$ cat config.mk
export PLATFORM = sky130hd
export DESIGN_NAME = hk_passthru_ctrl
export DESIGN_NICKNAME = d
export VERILOG_FILES = /design/src/rtl/hk_pkg.sv /design/src/rtl/hk_sync_edge.sv /design/src/rtl/hk_passthru_ctrl.sv
export SDC_FILE = /design/constraint.sdc
export NUM_CORES = 1
export LEC_CHECK = 0
export CORE_MARGIN = 2
export CORE_UTILIZATION = 29
export CTS_CLUSTER_SIZE = 16
export DETAILED_ROUTE_END_ITERATION = 7
export SLEW_MARGIN = 10
export SYNTH_ARGS = -nofsm -noshare
export SYNTH_HDL_FRONTEND = slang
export SYNTH_SLANG_ARGS = --single-unit
$ cat constraint.sdc
create_clock -name clock -period 4.2 [get_ports clock]
set_input_delay 1.05 -clock clock [delete_from_list [all_inputs] [get_ports clock]]
set_output_delay 1.05 -clock clock [all_outputs]
set_load 0.01 [all_outputs]
$ cat src/rtl/hk_pkg.sv
// Shared housekeeping SPI definitions: controller state encoding and command bytes.
// Pure declarations; no logic, latency or flow control of its own.
package hk_pkg;

  typedef enum logic [2:0] {
    ST_IDLE    = 3'd0,
    ST_CMD     = 3'd1,
    ST_PASS    = 3'd2,
    ST_IGNORE  = 3'd3,
    ST_RELEASE = 3'd4
  } hk_state_t;

  localparam logic [7:0] HK_CMD_PASSTHRU_MGMT = 8'hC4;
  // Reserved for the user-area flash variant of pass-thru.
  localparam logic [7:0] HK_CMD_PASSTHRU_USER = 8'hC2;

  function automatic logic [7:0] shift_in_msb(input logic [7:0] sr, input logic b);
    return {sr[6:0], b};
  endfunction

endpackage

$ cat src/rtl/hk_sync_edge.sv
// N-stage synchronizer with registered rise/fall strobes for one asynchronous pin.
// sync_out lags the pin by STAGES cycles, strobes by STAGES+1; no backpressure.
module hk_sync_edge #(
  parameter int   STAGES    = 2,
  parameter logic RESET_VAL = 1'b0
) (
  input  logic clock,
  input  logic reset,
  input  logic async_in,
  output logic sync_out,
  output logic rise,
  output logic fall
);

  logic [STAGES-1:0] chain;
  logic              dly;

  always_ff @(posedge clock) begin
    if (reset) begin
      chain <= {STAGES{RESET_VAL}};
      dly   <= RESET_VAL;
      rise  <= 1'b0;
      fall  <= 1'b0;
    end else begin
      chain <= {chain[STAGES-2:0], async_in};
      dly   <= chain[STAGES-1];
      rise  <= chain[STAGES-1] & ~dly;
      fall  <= ~chain[STAGES-1] & dly;
    end
  end

  assign sync_out = chain[STAGES-1];

endmodule

$ cat src/rtl/hk_passthru_ctrl.sv
// Decodes the first housekeeping SPI byte and, on the pass-thru command, bridges SPI to the
// management flash while holding the CPU in reset; entry 1 cycle after the 8th-bit strobe, no backpressure.
module hk_passthru_ctrl
  import hk_pkg::*;
#(
  parameter int         SYNC_STAGES    = 2,
  parameter logic [7:0] PASS_CMD       = HK_CMD_PASSTHRU_MGMT,
  parameter int         RELEASE_CYCLES = 16
) (
  input  logic clock,
  input  logic reset,
  input  logic hk_csb,
  input  logic hk_sck,
  input  logic hk_sdi,
  output logic hk_sdo,
  output logic hk_sdo_oe,
  input  logic flash_io1,
  output logic flash_csb,
  output logic flash_clk,
  output logic flash_io0,
  output logic cpu_reset_hold,
  output logic pass_active
);

  localparam logic [7:0] REL_LOAD = 8'(RELEASE_CYCLES - 1);

  logic s_csb, s_sck, s_sdi;
  logic sck_rise, sck_fall;
  logic unused_csb_rise, unused_csb_fall, unused_sdi_rise, unused_sdi_fall;

  hk_state_t  state, state_nxt;
  logic [2:0] bit_cnt, bit_cnt_nxt;
  logic [7:0] shift_q, shift_nxt;
  logic [7:0] rel_cnt, rel_cnt_nxt;
  logic       clk_en, clk_en_nxt;
  logic       in_pass;

  hk_sync_edge #(.STAGES(SYNC_STAGES), .RESET_VAL(1'b1)) u_sync_csb (
    .clock    (clock),
    .reset    (reset),
    .async_in (hk_csb),
    .sync_out (s_csb),
    .rise     (unused_csb_rise),
    .fall     (unused_csb_fall)
  );

  hk_sync_edge #(.STAGES(SYNC_STAGES), .RESET_VAL(1'b0)) u_sync_sck (
    .clock    (clock),
    .reset    (reset),
    .async_in (hk_sck),
    .sync_out (s_sck),
    .rise     (sck_rise),
    .fall     (sck_fall)
  );

  hk_sync_edge #(.STAGES(SYNC_STAGES), .RESET_VAL(1'b0)) u_sync_sdi (
    .clock    (clock),
    .reset    (reset),
    .async_in (hk_sdi),
    .sync_out (s_sdi),
    .rise     (unused_sdi_rise),
    .fall     (unused_sdi_fall)
  );

  always_ff @(posedge clock) begin
    if (reset) begin
      state   <= ST_IDLE;
      bit_cnt <= '0;
      shift_q <= '0;
      rel_cnt <= '0;
      clk_en  <= 1'b0;
    end else begin
      state   <= state_nxt;
      bit_cnt <= bit_cnt_nxt;
      shift_q <= shift_nxt;
      rel_cnt <= rel_cnt_nxt;
      clk_en  <= clk_en_nxt;
    end
  end

  always_comb begin
    state_nxt   = state;
    bit_cnt_nxt = bit_cnt;
    shift_nxt   = shift_q;
    rel_cnt_nxt = rel_cnt;
    clk_en_nxt  = 1'b0;
    case (state)
      ST_IDLE: begin
        if (!s_csb) begin
          state_nxt   = ST_CMD;
          bit_cnt_nxt = '0;
          shift_nxt   = '0;
        end
      end
      ST_CMD: begin
        // CSB is checked first so a coincident SCK edge is dropped.
        if (s_csb) begin
          state_nxt = ST_IDLE;
        end else if (sck_rise) begin
          shift_nxt   = shift_in_msb(shift_q, s_sdi);
          bit_cnt_nxt = bit_cnt + 3'd1;
          if (bit_cnt == 3'd7) begin
            state_nxt = (shift_in_msb(shift_q, s_sdi) == PASS_CMD) ? ST_PASS : ST_IGNORE;
          end
        end
      end
      ST_PASS: begin
        if (s_csb) begin
          state_nxt   = ST_RELEASE;
          rel_cnt_nxt = REL_LOAD;
        end else begin
          // SCK is still high from the command byte on entry; open the gate only after it falls.
          clk_en_nxt = clk_en | sck_fall;
        end
      end
      ST_IGNORE: begin
        if (s_csb) state_nxt = ST_IDLE;
      end
      ST_RELEASE: begin
        if (rel_cnt == 8'd0) state_nxt = ST_IDLE;
        else                 rel_cnt_nxt = rel_cnt - 8'd1;
      end
      default: state_nxt = ST_IDLE;
    endcase
  end

  always_comb begin
    in_pass        = (state == ST_PASS);
    pass_active    = in_pass;
    flash_csb      = ~in_pass;
    hk_sdo_oe      = in_pass;
    hk_sdo         = in_pass & flash_io1;
    flash_clk      = in_pass & clk_en & s_sck;
    flash_io0      = in_pass & clk_en & s_sdi;
    cpu_reset_hold = in_pass | (state == ST_RELEASE);
  end

endmodule
# Yosys cells after proc, flatten, opt, wreduce, memory -nomap -nowiden
# Cells that the tools add are included.
[classes]
add_sub_neg = 2
n_eq_ne = 15
mux = 20
bitwise = 11
n_reduce_logical = 8
[op_table]
columns = ["operator", "count"]
rows = [
  ["two-way mux 3 bit", 10],
  ["two-way mux 7 bit", 3],
  ["two-way mux 8 bit", 2],
  ["one-hot mux 8 bit (2 select lines)", 1],
  ["one-hot mux 3 bit (5 select lines)", 1],
  ["one-hot mux 7 bit (2 select lines)", 1],
  ["equality test 8 bit (second input constant)", 1],
  ["zero test 8 bit", 1],
  ["inequality test 2 bit (second input constant)", 4],
  ["subtractor 8 x 1 -> 8 bit (second input constant)", 1],
  ["bitwise AND 1 bit", 6],
  ["equality test 3 x 2 -> 1 bit (second input constant)", 2],
  ["equality test 3 bit (second input constant)", 2],
  ["inequality test 2 x 1 -> 1 bit (second input constant)", 3],
  ["one-hot mux 3 bit (2 select lines)", 1],
  ["AND reduction 6 bit", 1],
  ["AND reduction 4 bit", 1],
  ["nonzero test 2 bit", 2],
  ["adder 3 x 1 -> 3 bit (second input constant)", 1],
  ["equality test 3 x 1 -> 1 bit (second input constant)", 1],
  ["zero test 3 bit", 1],
  ["inequality test 3 x 1 -> 1 bit (second input constant)", 1],
  ["inequality test 3 x 2 -> 1 bit (second input constant)", 1],
  ["NOT 1 bit", 3],
  ["4 further kinds", 5],
]
[totals]
register_bits = 31

# Longest topological paths before layout
[logic_depth]
ltp_word = 6
depth_mapped = 6

# Cells and area by module
# From an unflattened synthesis, not the netlist that was laid out.
[hier_totals]
hier_cells = 154
area_unflattened_um2 = 1503.9
[by_module_without_submodules]
columns = ["mod", "n_inst", "cells_each", "area_per_inst_um2", "seq_area_each_um2"]
rows = [
  ["hk_passthru_ctrl", 1, 124, 1102.3, 440.4],
  ["hk_sync_edge", 3, 10, 133.9, 100.1],
]

# Worst setup path before layout
# Ideal clock, no wire load.
[synth_path]
path_type = "input to output"
startpoint = "in flash_io1"
endpoint = "out hk_sdo"
arrival_ns = 1.196
slack_ns = 1.954
stages = 1
path_cell_list = "and2_1"
[synth_between]
elab_chain_cells = 1
[synth_lines]
columns = ["item", "line_no", "text"]
rows = [
  ["start, declared", "hk_passthru_ctrl.sv:17", "input logic flash_io1,"],
  ["bitwise AND 1 bit", "hk_passthru_ctrl.sv:132", "hk_sdo = in_pass & flash_io1;"],
  ["end, declared", "hk_passthru_ctrl.sv:15", "output logic hk_sdo,"],
]
# No other way between the ends.

# Final worst setup path
# Ends and elaborated chain as after synthesis.

==> summary.md <==
| Metric | Value |
|---|---|
| Die W | `73.1 um` |
| RSZ-0062 raised after global routing | `false` |
| Fmax | `0.314 GHz` |
| Most frequent cells in the layout | `dfxtp_1, nand2_1, a21oi_1, clkdlybuf4s50_1, nand3_1` |
| Power Dens Cells | `around 400 mW/mm^2` |
| Post-Synthesis Cell Area | `0.00139 mm^2` |
| Slew Limit Headroom | `0.270` |
| Post-Syn Instances | `151` |
| Setup bufs post-CTS | `0` |
| Worst setup EP type | `output port` |
| GRT Util Overall | `0.112` |
| Hold-critical path depth | `1` |
| Total number of vias | `between 1000 and 1500` |
| Area of the multi-input gates | `713 um^2` |
| H-Tree Depth | `2` |
| Final instance area | `0.00167 mm^2` |
| Clock Path Buffers | `2` |
| Io pins | `13` |
| Commonest non-fill, non-tap cell in the layout | `dfxtp_1` |
| Drt initial violations | `65` |
| Pre-CTS setup slack | `1.02 ns` |
| FF-to-FF setup slack | `~2.5 ns` |
| Worst hold start | `u_sync_sck.dly$_SDFF_PP0_` |
| Final hold vios | `0` |
| Top_reg_cell synth | `dfxtp_1` |
| CP most frequent cell | `clkdlybuf4s50_1` |
| Fill cell count | `475` |
| Placed cell area | `between 0.0015 and 0.002 mm^2` |
| Initial Util | `0.297` |
| Top delay family on crit path | `buffers and inverters` |
| Leakage | `approximately 0.61 nW` |
| Async S/R FF share, synth | `0` |
| Post-synthesis cell type count | `39` |
| Post-Synth Simple-Gate Area | `0.320` |
| Ant. Diodes | `0` |
| Hold EP | `u_sync_sck.rise$_SDFF_PP0_` |
| Reg2reg path depth | `6` |
| Largest family of logic cells by synthesized area | `simple AND/OR/NAND/NOR gates` |
| Grt total ovfl | `0` |
| HP Class | `flop to flop` |
| Area fraction in compound gates after synthesis | `0.129` |
| Vias in the first global route | `~1000` |
| Layout overhead on the synthesized area | `20.4%` |
| Run status | `completed` |
| First-pass GRT wire length | `4.57 mm` |
| Placed cells | `209` |
| EDFF count, synth | `0` |
| Critical R2R Capture | `rel_cnt[1]$_SDFFE_PP0P_` |
| Ys Warns | `0` |
| Rows | `25` |
| I/O Buffers | `12` |
| Finished Core Util | `0.358` |
| Root Driver | `clkbuf_8` |
| Critical path type | `input port to output port` |
| Worst EP required | `about 3.2 ns` |
| WL final | `2.62 mm` |
| Setup_tns | `0 ns` |
| Cts hold-fix bufs | `0` |
| Routed len/inst | `between 10 and 15 um` |
| Nets | `172` |
| Number of routed nets with antenna violations | `0` |
| Synth Area in Adders | `0.0361` |
| CTS tree | `built` |
| Post-CTS Resized | `0` |
| DR vias/cell | `4.98` |
| XOR/XNOR Fraction of Synth Area | `0` |
| Final Cycle Share | `0.758` |
| Critical path's slowest cell | `clkdlybuf4s50_1` |
| CTS Sinks | `31` |
| Die Y | `73.1 um` |
| RePlAce Congestion | `0.726` |
| VDD IR max | `0.000170 V` |
| Slowest stage delay, CP | `0.53 ns` |
| CP bufs+invs | `2` |
| Core ar. | `0.00466 mm^2` |
| Register area share after synthesis | `0.448` |
| Worst Tran Pin Value | `~1.1 ns` |
| Syn Area/Cell | `a little over 9 um^2` |
| Largest net degree at the start of global routing | `31` |
| Fin Clk Skew | `between 0.004 and 0.005 ns` |
| Reg2reg start | `rel_cnt[0]$_SDFFE_PP0P_` |
| Crit path max fanout | `1` |
| Max_cap viols | `0` |
| Worst-path clk slew | `0.06 ns` |
| Die area | `approximately 0.0053 mm^2` |
| Critical Path AT | `2.13 ns` |
| Detail Placement HPWL | `1.74 mm` |
| # DRC | `0` |
| Slew Limit Fails | `0` |
| Syn nets | `about 160` |
| First-pass DRT Iterations | `4` |
| Min setup slack post-route | `1.02 ns` |
| Critical Path Start Type | `input port` |
| Final setup viols | `0` |
| Final Instance Count excl. Fillers | `217` |
| Clk_lat worst skew | `approximately 0.28 ns` |
| Number of CTS-inserted buffers | `5` |
| Post-synthesis sequential element count | `31` |
| Mux contribution to synthesized area | `0.0289` |
| Storage element area | `621 um^2` |
| Initial antenna violation count | `0` |
| Layout cells sized above 1 | `0.104` |
| Tmin final | `approximately 3.2 ns` |
| Worst path cell trace | `clkdlybuf4s50_1, and2_1, clkdlybuf4s50_1` |
[synth_stat cells, types with 2 or more instances]
master / n / share of area
o211ai_1: 2 / 0.011
clkbuf_1: 3 / 0.0081
inv_1: 4 / 0.011
nor3b_1: 2 / 0.011
mux2i_1: 4 / 0.029
or2_2: 2 / 0.0090
a21oi_1: 12 / 0.043
o21ai_1: 3 / 0.011
nor4_1: 3 / 0.014
nand2_1: 14 / 0.038
nor3_1: 4 / 0.014
nor4_4: 2 / 0.031
dfxtp_1: 31 / 0.45
a211oi_1: 2 / 0.011
nand3_1: 11 / 0.040
and3_1: 2 / 0.0090
buf_2: 3 / 0.011
nor2b_1: 9 / 0.041
or3_1: 5 / 0.023
nor2_1: 8 / 0.022
ha_1: 4 / 0.036
and2_1: 2 / 0.0090
or4_1: 2 / 0.011
nor4b_1: 2 / 0.013
[cell families after synthesis]
logic type                 count (synthesis)
buffers and inverters                     12
AOI/OAI and AO/OA                         27
and+or+nand+nor                           73
DFF                                       31
adders and majority gates                  4
muxes                                      4
[per-stage QoR]
step	total power, mW	hold slack [ns]
after global routing	0.694	0.432
after floorplan	0.319	0.383
after CTS	0.676	0.408
after detailed placement	0.327	0.398
after global placement	0.326	0.398
final	0.666	0.405
[how the worst max path moves through the flow]
stage                    from     end  slack [ns]  cells past startpoint
floorplan           flash_io1  hk_sdo        1.95                      1
global placement    flash_io1  hk_sdo        1.02                      3
detailed placement  flash_io1  hk_sdo        1.02                      3
CTS                 flash_io1  hk_sdo        1.01                      3
global route        flash_io1  hk_sdo        0.96                      3
finish              flash_io1  hk_sdo        1.02                      3
[flip-flops by register name, summed over array words and instances, names as in the netlist, 2 cells and up]
name	flops
shift_q	7
u_sync_sdi.chain	2
state	3
u_sync_csb.chain	2
u_sync_sck.chain	2
rel_cnt	8
bit_cnt	3
[layout make-up]
class / count / share of cell area
clock buffer: 6 / 0.0435
clock inverter: 2 / 0.0360
inverter: 4 / 0.00900
multi-input combinational: 108 / 0.427
sequential: 31 / 0.372
tap: 54 / 0.0405
timing repair buffer: 12 / 0.0720
[report_power, final]
group | switching (mW) | internal, mW | total [mW]
logic | 0.0100 | 0.00910 | 0.0191
registers | 0.00276 | 0.298 | 0.300
clock network | 0.109 | 0.237 | 0.346
total | 0.122 | 0.544 | 0.666
[worst reg2reg max path, delay by kind of cell (launching register included)]
kind / cells / cell delay [ns]
flops: 1 / 0.41
buf+inv: 1 / 0.11
simple gates: 1 / 0.15
compound gates: 3 / 0.75
fa+ha+maj: 1 / 0.21
[metal layers]
layer	share of wire	wire, um	vias up	track usage
met3	0.045	118	5	0.0401
met5	0	0	-	0
met2	0.45	1170	16	0.161
met1	0.49	1280	496	0.140
li1	-	-	564	-
met4	0.017	44	0	0.0741
No activity file was read; power rests on OpenSTA's default activity.
